### src/rtl/sw_input_pkg.sv
// sw_input_pkg: shared types and register map for the switch input block.
// Build option: SW_DEBOUNCE_EN selects the debounce FSM in sw_debounce.
package sw_input_pkg;

    // Data word returned on the load path and carried by the switch bank
    typedef logic [31:0] sw_data_t;

    // Debounce FSM states
    typedef enum logic [0:0] {
        ST_STABLE   = 1'b0,
        ST_SETTLING = 1'b1
    } sw_state_e;

    // Register offsets inside the 16-byte MMIO window (bits [1:0] ignored)
    localparam logic [3:0] OFS_SW   = 4'h0;
    localparam logic [3:0] OFS_CHG  = 4'h4;
    localparam logic [3:0] OFS_RSV0 = 4'h8;
    localparam logic [3:0] OFS_RSV1 = 4'hC;

    // Window hit test; the base is expected to be 16-byte aligned
    function automatic logic sw_in_window(input logic [31:0] addr,
                                          input logic [31:0] base);
        return (addr[31:4] == base[31:4]);
    endfunction

    // Word-aligned register offset of an address inside the window
    function automatic logic [3:0] sw_word_ofs(input logic [31:0] addr);
        return {addr[3:2], 2'b00};
    endfunction

endpackage

### src/rtl/sw_debounce.sv
// sw_debounce: 2-flop synchronizer followed by a settle-count debouncer.
// Build option: SW_DEBOUNCE_EN compiles in the STABLE/SETTLING FSM; without it
// the synchronized value is forwarded directly and DEBOUNCE_CYCLES is unused.
module sw_debounce
    import sw_input_pkg::*;
#(
    parameter int unsigned DEBOUNCE_CYCLES = 16
) (
    input  logic      i_clk,
    input  logic      i_reset,
    input  sw_data_t  i_io_sw,
    output sw_data_t  o_sw_stable,
    output logic      o_sw_changed
);

    // Parameter sanity: the settle counter is 16 bits wide
    if (DEBOUNCE_CYCLES < 2 || DEBOUNCE_CYCLES > 65535) begin : g_cfg_err
        $error("sw_debounce: DEBOUNCE_CYCLES out of range 2..65535");
    end

    sw_data_t r_sync1;
    sw_data_t r_sync2;
    sw_data_t r_sw_stable;
    logic     r_sw_changed;

    // Two-stage synchronizer for the asynchronous switch pins
    always_ff @(posedge i_clk) begin
        if (i_reset) begin
            r_sync1 <= '0;
            r_sync2 <= '0;
        end else begin
            r_sync1 <= i_io_sw;
            r_sync2 <= r_sync1;
        end
    end

`ifdef SW_DEBOUNCE_EN
    localparam logic [15:0] CNT_LAST = 16'(DEBOUNCE_CYCLES - 1);

    sw_state_e   r_state;
    sw_data_t    r_cand;
    logic [15:0] r_cnt;

    // Debounce FSM: any difference restarts settling on the new candidate;
    // the candidate is published once it has held for DEBOUNCE_CYCLES edges.
    // Publishing an unchanged value is suppressed so no spurious pulse occurs.
    always_ff @(posedge i_clk) begin
        if (i_reset) begin
            r_state      <= ST_STABLE;
            r_cand       <= '0;
            r_cnt        <= '0;
            r_sw_stable  <= '0;
            r_sw_changed <= 1'b0;
        end else begin
            r_sw_changed <= 1'b0;
            if (r_sync2 != r_cand) begin
                r_cand  <= r_sync2;
                r_cnt   <= '0;
                r_state <= ST_SETTLING;
            end else if (r_state == ST_SETTLING) begin
                r_cnt <= r_cnt + 16'd1;
                if (r_cnt == CNT_LAST) begin
                    r_state <= ST_STABLE;
                    if (r_cand != r_sw_stable) begin
                        r_sw_stable  <= r_cand;
                        r_sw_changed <= 1'b1;
                    end
                end
            end
        end
    end
`else
    // Pass-through: publish the synchronized value every cycle
    always_ff @(posedge i_clk) begin
        if (i_reset) begin
            r_sw_stable  <= '0;
            r_sw_changed <= 1'b0;
        end else begin
            r_sw_stable  <= r_sync2;
            r_sw_changed <= (r_sync2 != r_sw_stable);
        end
    end
`endif

    assign o_sw_stable  = r_sw_stable;
    assign o_sw_changed = r_sw_changed;

endmodule

### src/rtl/sw_input_ctrl.sv
// sw_input_ctrl: debounced switch bank exposed through a 16-byte load window.
//   +0x0 debounced switch value, +0x4 sticky change flag (clear on read),
//   +0x8/+0xC read as zero. Loads answer one cycle after the strobe.
// Build option: SW_DEBOUNCE_EN enables the debounce FSM inside sw_debounce.
module sw_input_ctrl
    import sw_input_pkg::*;
#(
    parameter int unsigned DEBOUNCE_CYCLES = 16,
    parameter logic [31:0] SW_BASE_ADDR    = 32'h1001_0000
) (
    input  logic        i_clk,
    input  logic        i_reset,
    input  logic [31:0] i_io_sw,
    input  logic        i_lsu_rd,
    input  logic [31:0] i_lsu_addr,
    output logic [31:0] o_ld_data,
    output logic        o_ld_vld,
    output logic [31:0] o_sw_stable,
    output logic        o_sw_changed
);

    sw_data_t   w_sw_stable;
    logic       w_sw_changed;
    logic       w_hit;
    logic [3:0] w_ofs;
    logic       w_clr;
    sw_data_t   w_rd_data;
    logic       w_unused_addr_lo;

    logic       r_chg_flag;
    logic       r_ld_vld;
    sw_data_t   r_ld_data;

    sw_debounce #(
        .DEBOUNCE_CYCLES (DEBOUNCE_CYCLES)
    ) u_debounce (
        .i_clk        (i_clk),
        .i_reset      (i_reset),
        .i_io_sw      (i_io_sw),
        .o_sw_stable  (w_sw_stable),
        .o_sw_changed (w_sw_changed)
    );

    // Byte-lane bits do not select a register
    assign w_unused_addr_lo = ^i_lsu_addr[1:0];

    assign w_hit = i_lsu_rd && sw_in_window(i_lsu_addr, SW_BASE_ADDR);
    assign w_ofs = sw_word_ofs(i_lsu_addr);
    assign w_clr = w_hit && (w_ofs == OFS_CHG);

    // Register read mux; the flag is returned as it was before this read clears it
    always_comb begin
        w_rd_data = '0;
        case (w_ofs)
            OFS_SW:  w_rd_data = w_sw_stable;
            OFS_CHG: w_rd_data = {31'b0, r_chg_flag};
            default: w_rd_data = '0;
        endcase
    end

    // Sticky change flag: a set arriving with a clear wins
    always_ff @(posedge i_clk) begin
        if (i_reset) begin
            r_chg_flag <= 1'b0;
        end else if (w_sw_changed) begin
            r_chg_flag <= 1'b1;
        end else if (w_clr) begin
            r_chg_flag <= 1'b0;
        end
    end

    // Load response register: one-cycle latency, data forced to zero when idle
    always_ff @(posedge i_clk) begin
        if (i_reset) begin
            r_ld_vld  <= 1'b0;
            r_ld_data <= '0;
        end else begin
            r_ld_vld  <= w_hit;
            r_ld_data <= w_hit ? w_rd_data : '0;
        end
    end

    assign o_ld_vld     = r_ld_vld;
    assign o_ld_data    = r_ld_data;
    assign o_sw_stable  = w_sw_stable;
    assign o_sw_changed = w_sw_changed;

endmodule

### config.mk
export PLATFORM = sky130hd
export DESIGN_NAME = sw_input_ctrl
export DESIGN_NICKNAME = d
export VERILOG_FILES = /design/src/rtl/sw_input_pkg.sv /design/src/rtl/sw_debounce.sv /design/src/rtl/sw_input_ctrl.sv
export SDC_FILE = /design/constraint.sdc
export NUM_CORES = 1
export LEC_CHECK = 0
export ABC_AREA = 1
export BUFFER_PORTS_ARGS = -buffer_cell sky130_fd_sc_hd__buf_2
export CORE_MARGIN = 4
export CORE_UTILIZATION = 40
export CTS_BUF_LIST = sky130_fd_sc_hd__clkbuf_4
export DETAILED_ROUTE_END_ITERATION = 16
export GPL_ROUTABILITY_DRIVEN = 0
export SETUP_SLACK_MARGIN = 0.4
export SYNTH_ARGS = -nofsm -noshare
export SYNTH_HDL_FRONTEND = slang
export SYNTH_SLANG_ARGS = --single-unit
### constraint.sdc
create_clock -name i_clk -period 2.5 [get_ports i_clk]
set_input_delay 0.25 -clock i_clk [delete_from_list [all_inputs] [get_ports i_clk]]
set_output_delay 0.25 -clock i_clk [all_outputs]
set_load 0.02 [all_outputs]
# Yosys cells after proc, flatten, opt, wreduce, memory -nomap -nowiden
# Cells that the tools add are included.
[word_totals]
inputBits = 67
word_cells = 19
reg_bits = 131
out_inout_bits = 66
[op_classes]
n_eq_ne = 3
mux = 3
bitwise_logic = 1
n_reduce_logical = 5
[ops]
columns = ["op", "n"]
rows = [
  ["32-bit case mux with 2 select lines", 1],
  ["32-bit inequality test", 1],
  ["28-bit by 25-bit equality test with 1-bit output, second input constant", 1],
  ["4-bit zero test", 1],
  ["2-bit by 1-bit equality test with 1-bit output, second input constant", 1],
  ["1-bit logical AND", 2],
  ["1-bit 2-to-1 mux", 2],
  ["2-bit nonzero test", 1],
  ["2-bit OR reduction", 1],
  ["1-bit inverter", 1],
]

# Logic depth before layout (Yosys ltp)
[depth]
ltp_word = 5
mapped_depth = 10
depth_no_buf = 9

# By module
# From an unflattened synthesis, not the netlist that was laid out.
[unflattened]
hier_cells = 605
hier_area_um2 = 4600.7
[by_module_without_submodules]
columns = ["mod", "area_per_inst_um2", "instances", "cells_each", "seq_area_each_um2"]
rows = [
  ["sw_debounce", 3301.9, 1, 451, 1941.9],
  ["sw_input_ctrl", 1298.7, 1, 154, 680.7],
]

# Least setup slack after synthesis
# No wires, ideal clock.
[synth_path]
path_type = "flip-flop to flip-flop"
startpoint = "register u_debounce.r_sw_stable[29] (netlist: u_debounce.o_sw_stable[29])"
endpoint = "register u_debounce.r_sw_changed (netlist: u_debounce.o_sw_changed)"
n_path_buf = 0
path_stages_with_launch = 10
slack_ns = 1.365
setup_ns = 0.128
arrival_ns = 1.007
period_less_slack_ns = 1.135
t_required_ns = 2.372
cell_sequence = "dfxtp_1 -> inv_1 -> nand2_1 -> nand2_1 -> nor2_1 -> nand2_1 -> nor2_1 -> nand2_1 -> nor2_1 -> nor2_1"
[synth_via]
elab_chain_len = 1
[synth_lines]
columns = ["element", "line_no", "source"]
rows = [
  ["start, declared", "sw_debounce.sv:23", "sw_data_t r_sw_stable;"],
  ["start signal, assigned", "sw_debounce.sv:79", "r_sw_stable <= r_sync2;"],
  ["32-bit inequality test", "sw_debounce.sv:80", "r_sw_changed <= (r_sync2 != r_sw_stable);"],
  ["end signal, assigned", "sw_debounce.sv:80", ""],
  ["end, declared", "sw_debounce.sv:24", "logic r_sw_changed;"],
]
# No other way between the ends.
# A chain may end at the register's enable or synchronous reset.

# Worst setup path after layout
[layout_path]
startpoint = "register u_debounce.r_sw_stable[2] (netlist: u_debounce.o_sw_stable[2])"
endpoint = "output o_sw_stable[2]"
[layout_rtl]
columns = ["element", "line_no", "source"]
rows = [
  ["end, declared", "sw_input_ctrl.sv:18", "output logic [31:0] o_sw_stable,"],
]
# No word-level cell between the ends.

==> impl_metrics.json <==
{
  "ff2ff_setup_slack_ps": 1290,
  "grt-ovfl-total": 0,
  "syn-num-nets": 627,
  "synth_cell_types": 18,
  "worst_setup_path_end_kind": "output pin",
  "grt_max_degree": 82,
  "synth.area.top_cells": "dfxtp_1 59%, inv_1 11%, nor2_1 11%",
  "ys_seq_area_frac": 0.592,
  "r2r_start": "u_debounce.o_sw_stable[12]",
  "multi_input_area_um2": 1210,
  "hp-class": "in2reg",
  "worstPathArrival_ps": 1100,
  "netlist_top_cells_count": "133 x inv_1, 131 x dfxtp_1, 129 x nor2_1, 94 x nand2_1, 20 x nor4_1",
  "synth_edf_count": 0,
  "clk_path_buf_depth": 2,
  "vias": 3597,
  "peakVddDrop_uv": 245,
  "clock_latency_ps": 500,
  "io_pins": 133,
  "drt_iter0_drc": 180,
  "setup_tns_ps": 0,
  "dieHeight_um": 113,
  "critPathMaxFanout": 3,
  "antenna_left": 0,
  "r2r_cells": 9,
  "syn_avg_cell_area_um2": 7.92,
  "grt_pass1_wl_mm": 15.2,
  "cts-root-buf": "clkbuf_4",
  "finalNetCount": 791,
  "fmax_mhz": 741,
  "syn_area_um2": 4430,
  "routedWlPerCell_um": 10.6,
  "min-delay-start": "i_lsu_addr[3]",
  "area.sequential_um2": 2620,
  "cp.required_ps": 2250,
  "drv_cap": 0,
  "num_rows": 38,
  "synth_top_area_frac": 0.592,
  "critical_path.endpoint": "o_sw_stable[2]",
  "criticalPathCategory": "reg2out",
  "drc": 0,
  "syn2layout_area_growth_pct": 29.4,
  "setup.worst_path.start": "u_debounce.o_sw_stable[2]",
  "start_util": 0.409,
  "coreArea_um2": 10800,
  "p_int_w": 0.00276,
  "finalMaxSlewViolations": 0,
  "drive_gt1_frac": 0.240,
  "ys.flop_type": "dfxtp_1",
  "power_density_nw_per_um2": 639,
  "htree_num_levels": 4,
  "worstMarginPinSlew_ps": 782,
  "setup_viol": 0,
  "period_needed_ps": 1350,
  "antenna_found_initial": 0,
  "fp.dieW_um": 113,
  "rr_endpoint": "u_debounce.o_sw_changed",
  "track_usage": 0.151,
  "grt_pass1_vias": 3357,
  "dr.pass1.iters": 4,
  "synth-seq-cells": 131,
  "critical_path_depth": 1,
  "crit_buf_inv": 1,
  "worst_setup_path_start_kind": "flop",
  "wirelength_mm": 9.26,
  "antennaDiodeCount": 0,
  "hpwl_mm": 6.36,
  "post_cts_resized": 0,
  "synth_area_leader_cell": "dfxtp_1",
  "p_switching_w": 0.000901,
  "fillers": 1048,
  "synth.most_common_cell": "inv_1",
  "period_share": 0.540,
  "hold_ws_ps": 50.8,
  "clk_pin_slew_ps": 90,
  "cp_slowest_cell": "dfxtp_1",
  "clkPwrFrac": 0.324,
  "relSlewSlack": 0.478,
  "outcome": "complete, no violations",
  "cp_top_family": "flip-flops",
  "switching_share": 0.246,
  "rsz0062_at_grt": "no",
  "cts_tree": "built",
  "port_buffers": 130,
  "cts_sinks": 131,
  "seqPwrFrac": 0.595,
  "cts-buffers-inserted": 17,
  "hold_violations": 0,
  "die_area_um2": 12800,
  "viasPerCell": 4.12,
  "async_reset_ff_frac": 0,
  "leakagePower_nw": 2.96,
  "combPwrFrac": 0.081,
  "slowest_delay_ps": 410,
  "fin_skew_ps": 16.7,
  "synthCells": 560,
  "synth_warnings": 0,
  "path_cells": "buf_2"
}
## tightest hold or removal path, stage by stage
cell	delay, ps
buf_2	90
nor2_1	60
nand2_1	60
a21oi_1	50
## area by class of cell
type	instances	share of cell area
tap	140	0.0305
sequential	131	0.457
clock inverter	11	0.0161
clock buffer	18	0.0236
multi-input combinational	276	0.211
inverter	134	0.0877
timing repair buffer	164	0.174
## stage by stage
step / cell area [um^2] / cells / setup WS (ps) / utilization / total power [W]
after floorplan: 4430 / 560 / 1370 / - / 0.00238
after global routing: 5740 / 874 / 1050 / 0.529 / 0.00388
final: 5740 / 874 / 1150 / 0.529 / 0.00367
after global placement: 5190 / 813 / 822 / 0.479 / 0.00248
after detailed placement: 5190 / 813 / 795 / 0.479 / 0.00249
after CTS: 5740 / 874 / 1080 / 0.529 / 0.00372
## routing by layer
metal  vias to the layer above  track usage  part of all wire
li1                       1918            -                 -
met1                      1555        0.186              0.45
met2                       105        0.245              0.46
met3                        19       0.0465             0.070
met4                         0       0.0609             0.020
met5                         -            0                 0
## power by group through the flow
stage	clock network, W	registers (W)	logic, W
2_1_floorplan	0	0.00224	0.000144
3_3_place_gp	0	0.00223	0.000258
3_5_place_dp	0	0.00223	0.000263
4_1_cts	0.00124	0.00218	0.000302
5_1_grt	0.00135	0.00219	0.000342
6_report	0.00119	0.00218	0.000297
## cells by family after synthesis
family | count (synthesis) | share of synthesized area
simple gates | 261 | 0.246
buf+inv | 153 | 0.136
xor+xnor | 12 | 0.0237
flops | 131 | 0.592
compound gates | 3 | 0.00339
## cell usage in the layout, fill, tap and decap left out, drive strengths merged, types with 6 or more instances in the layout
master | Yosys | layout
nor2 | 142 | 142
nand2 | 95 | 95
inv | 134 | 134
dfxtp | 131 | 131
nor4 | 20 | 20
clkinv | 0 | 6
buf | 10 | 132
dlygate4sd3 | 0 | 32
xor2 | 12 | 12
clkbuf | 9 | 18
## worst min path at each step
stage	to	depth (start not counted)
6_report	o_ld_data[0]	4
3_5_place_dp	u_debounce.r_sync2[19]	2
5_1_grt	o_ld_data[0]	4
4_1_cts	o_ld_data[0]	4
3_3_place_gp	u_debounce.r_sync2[5]	2
2_1_floorplan	o_ld_vld	1
## state kept, by name (all words and copies together), names as in the netlist
signal                   cells
o_ld_vld                     1
u_debounce.r_sync2          32
o_ld_data                   32
u_debounce.o_sw_stable      32
u_debounce.r_sync1          32
u_debounce.o_sw_changed      1
r_chg_flag                   1
## repair_timing
item | in CTS | in global routing
hold buffers | 32 | 0
setup buffers | 0 | 0
hold endpoints to repair | 32 | 0
No activity file was read; power rests on OpenSTA's default activity.
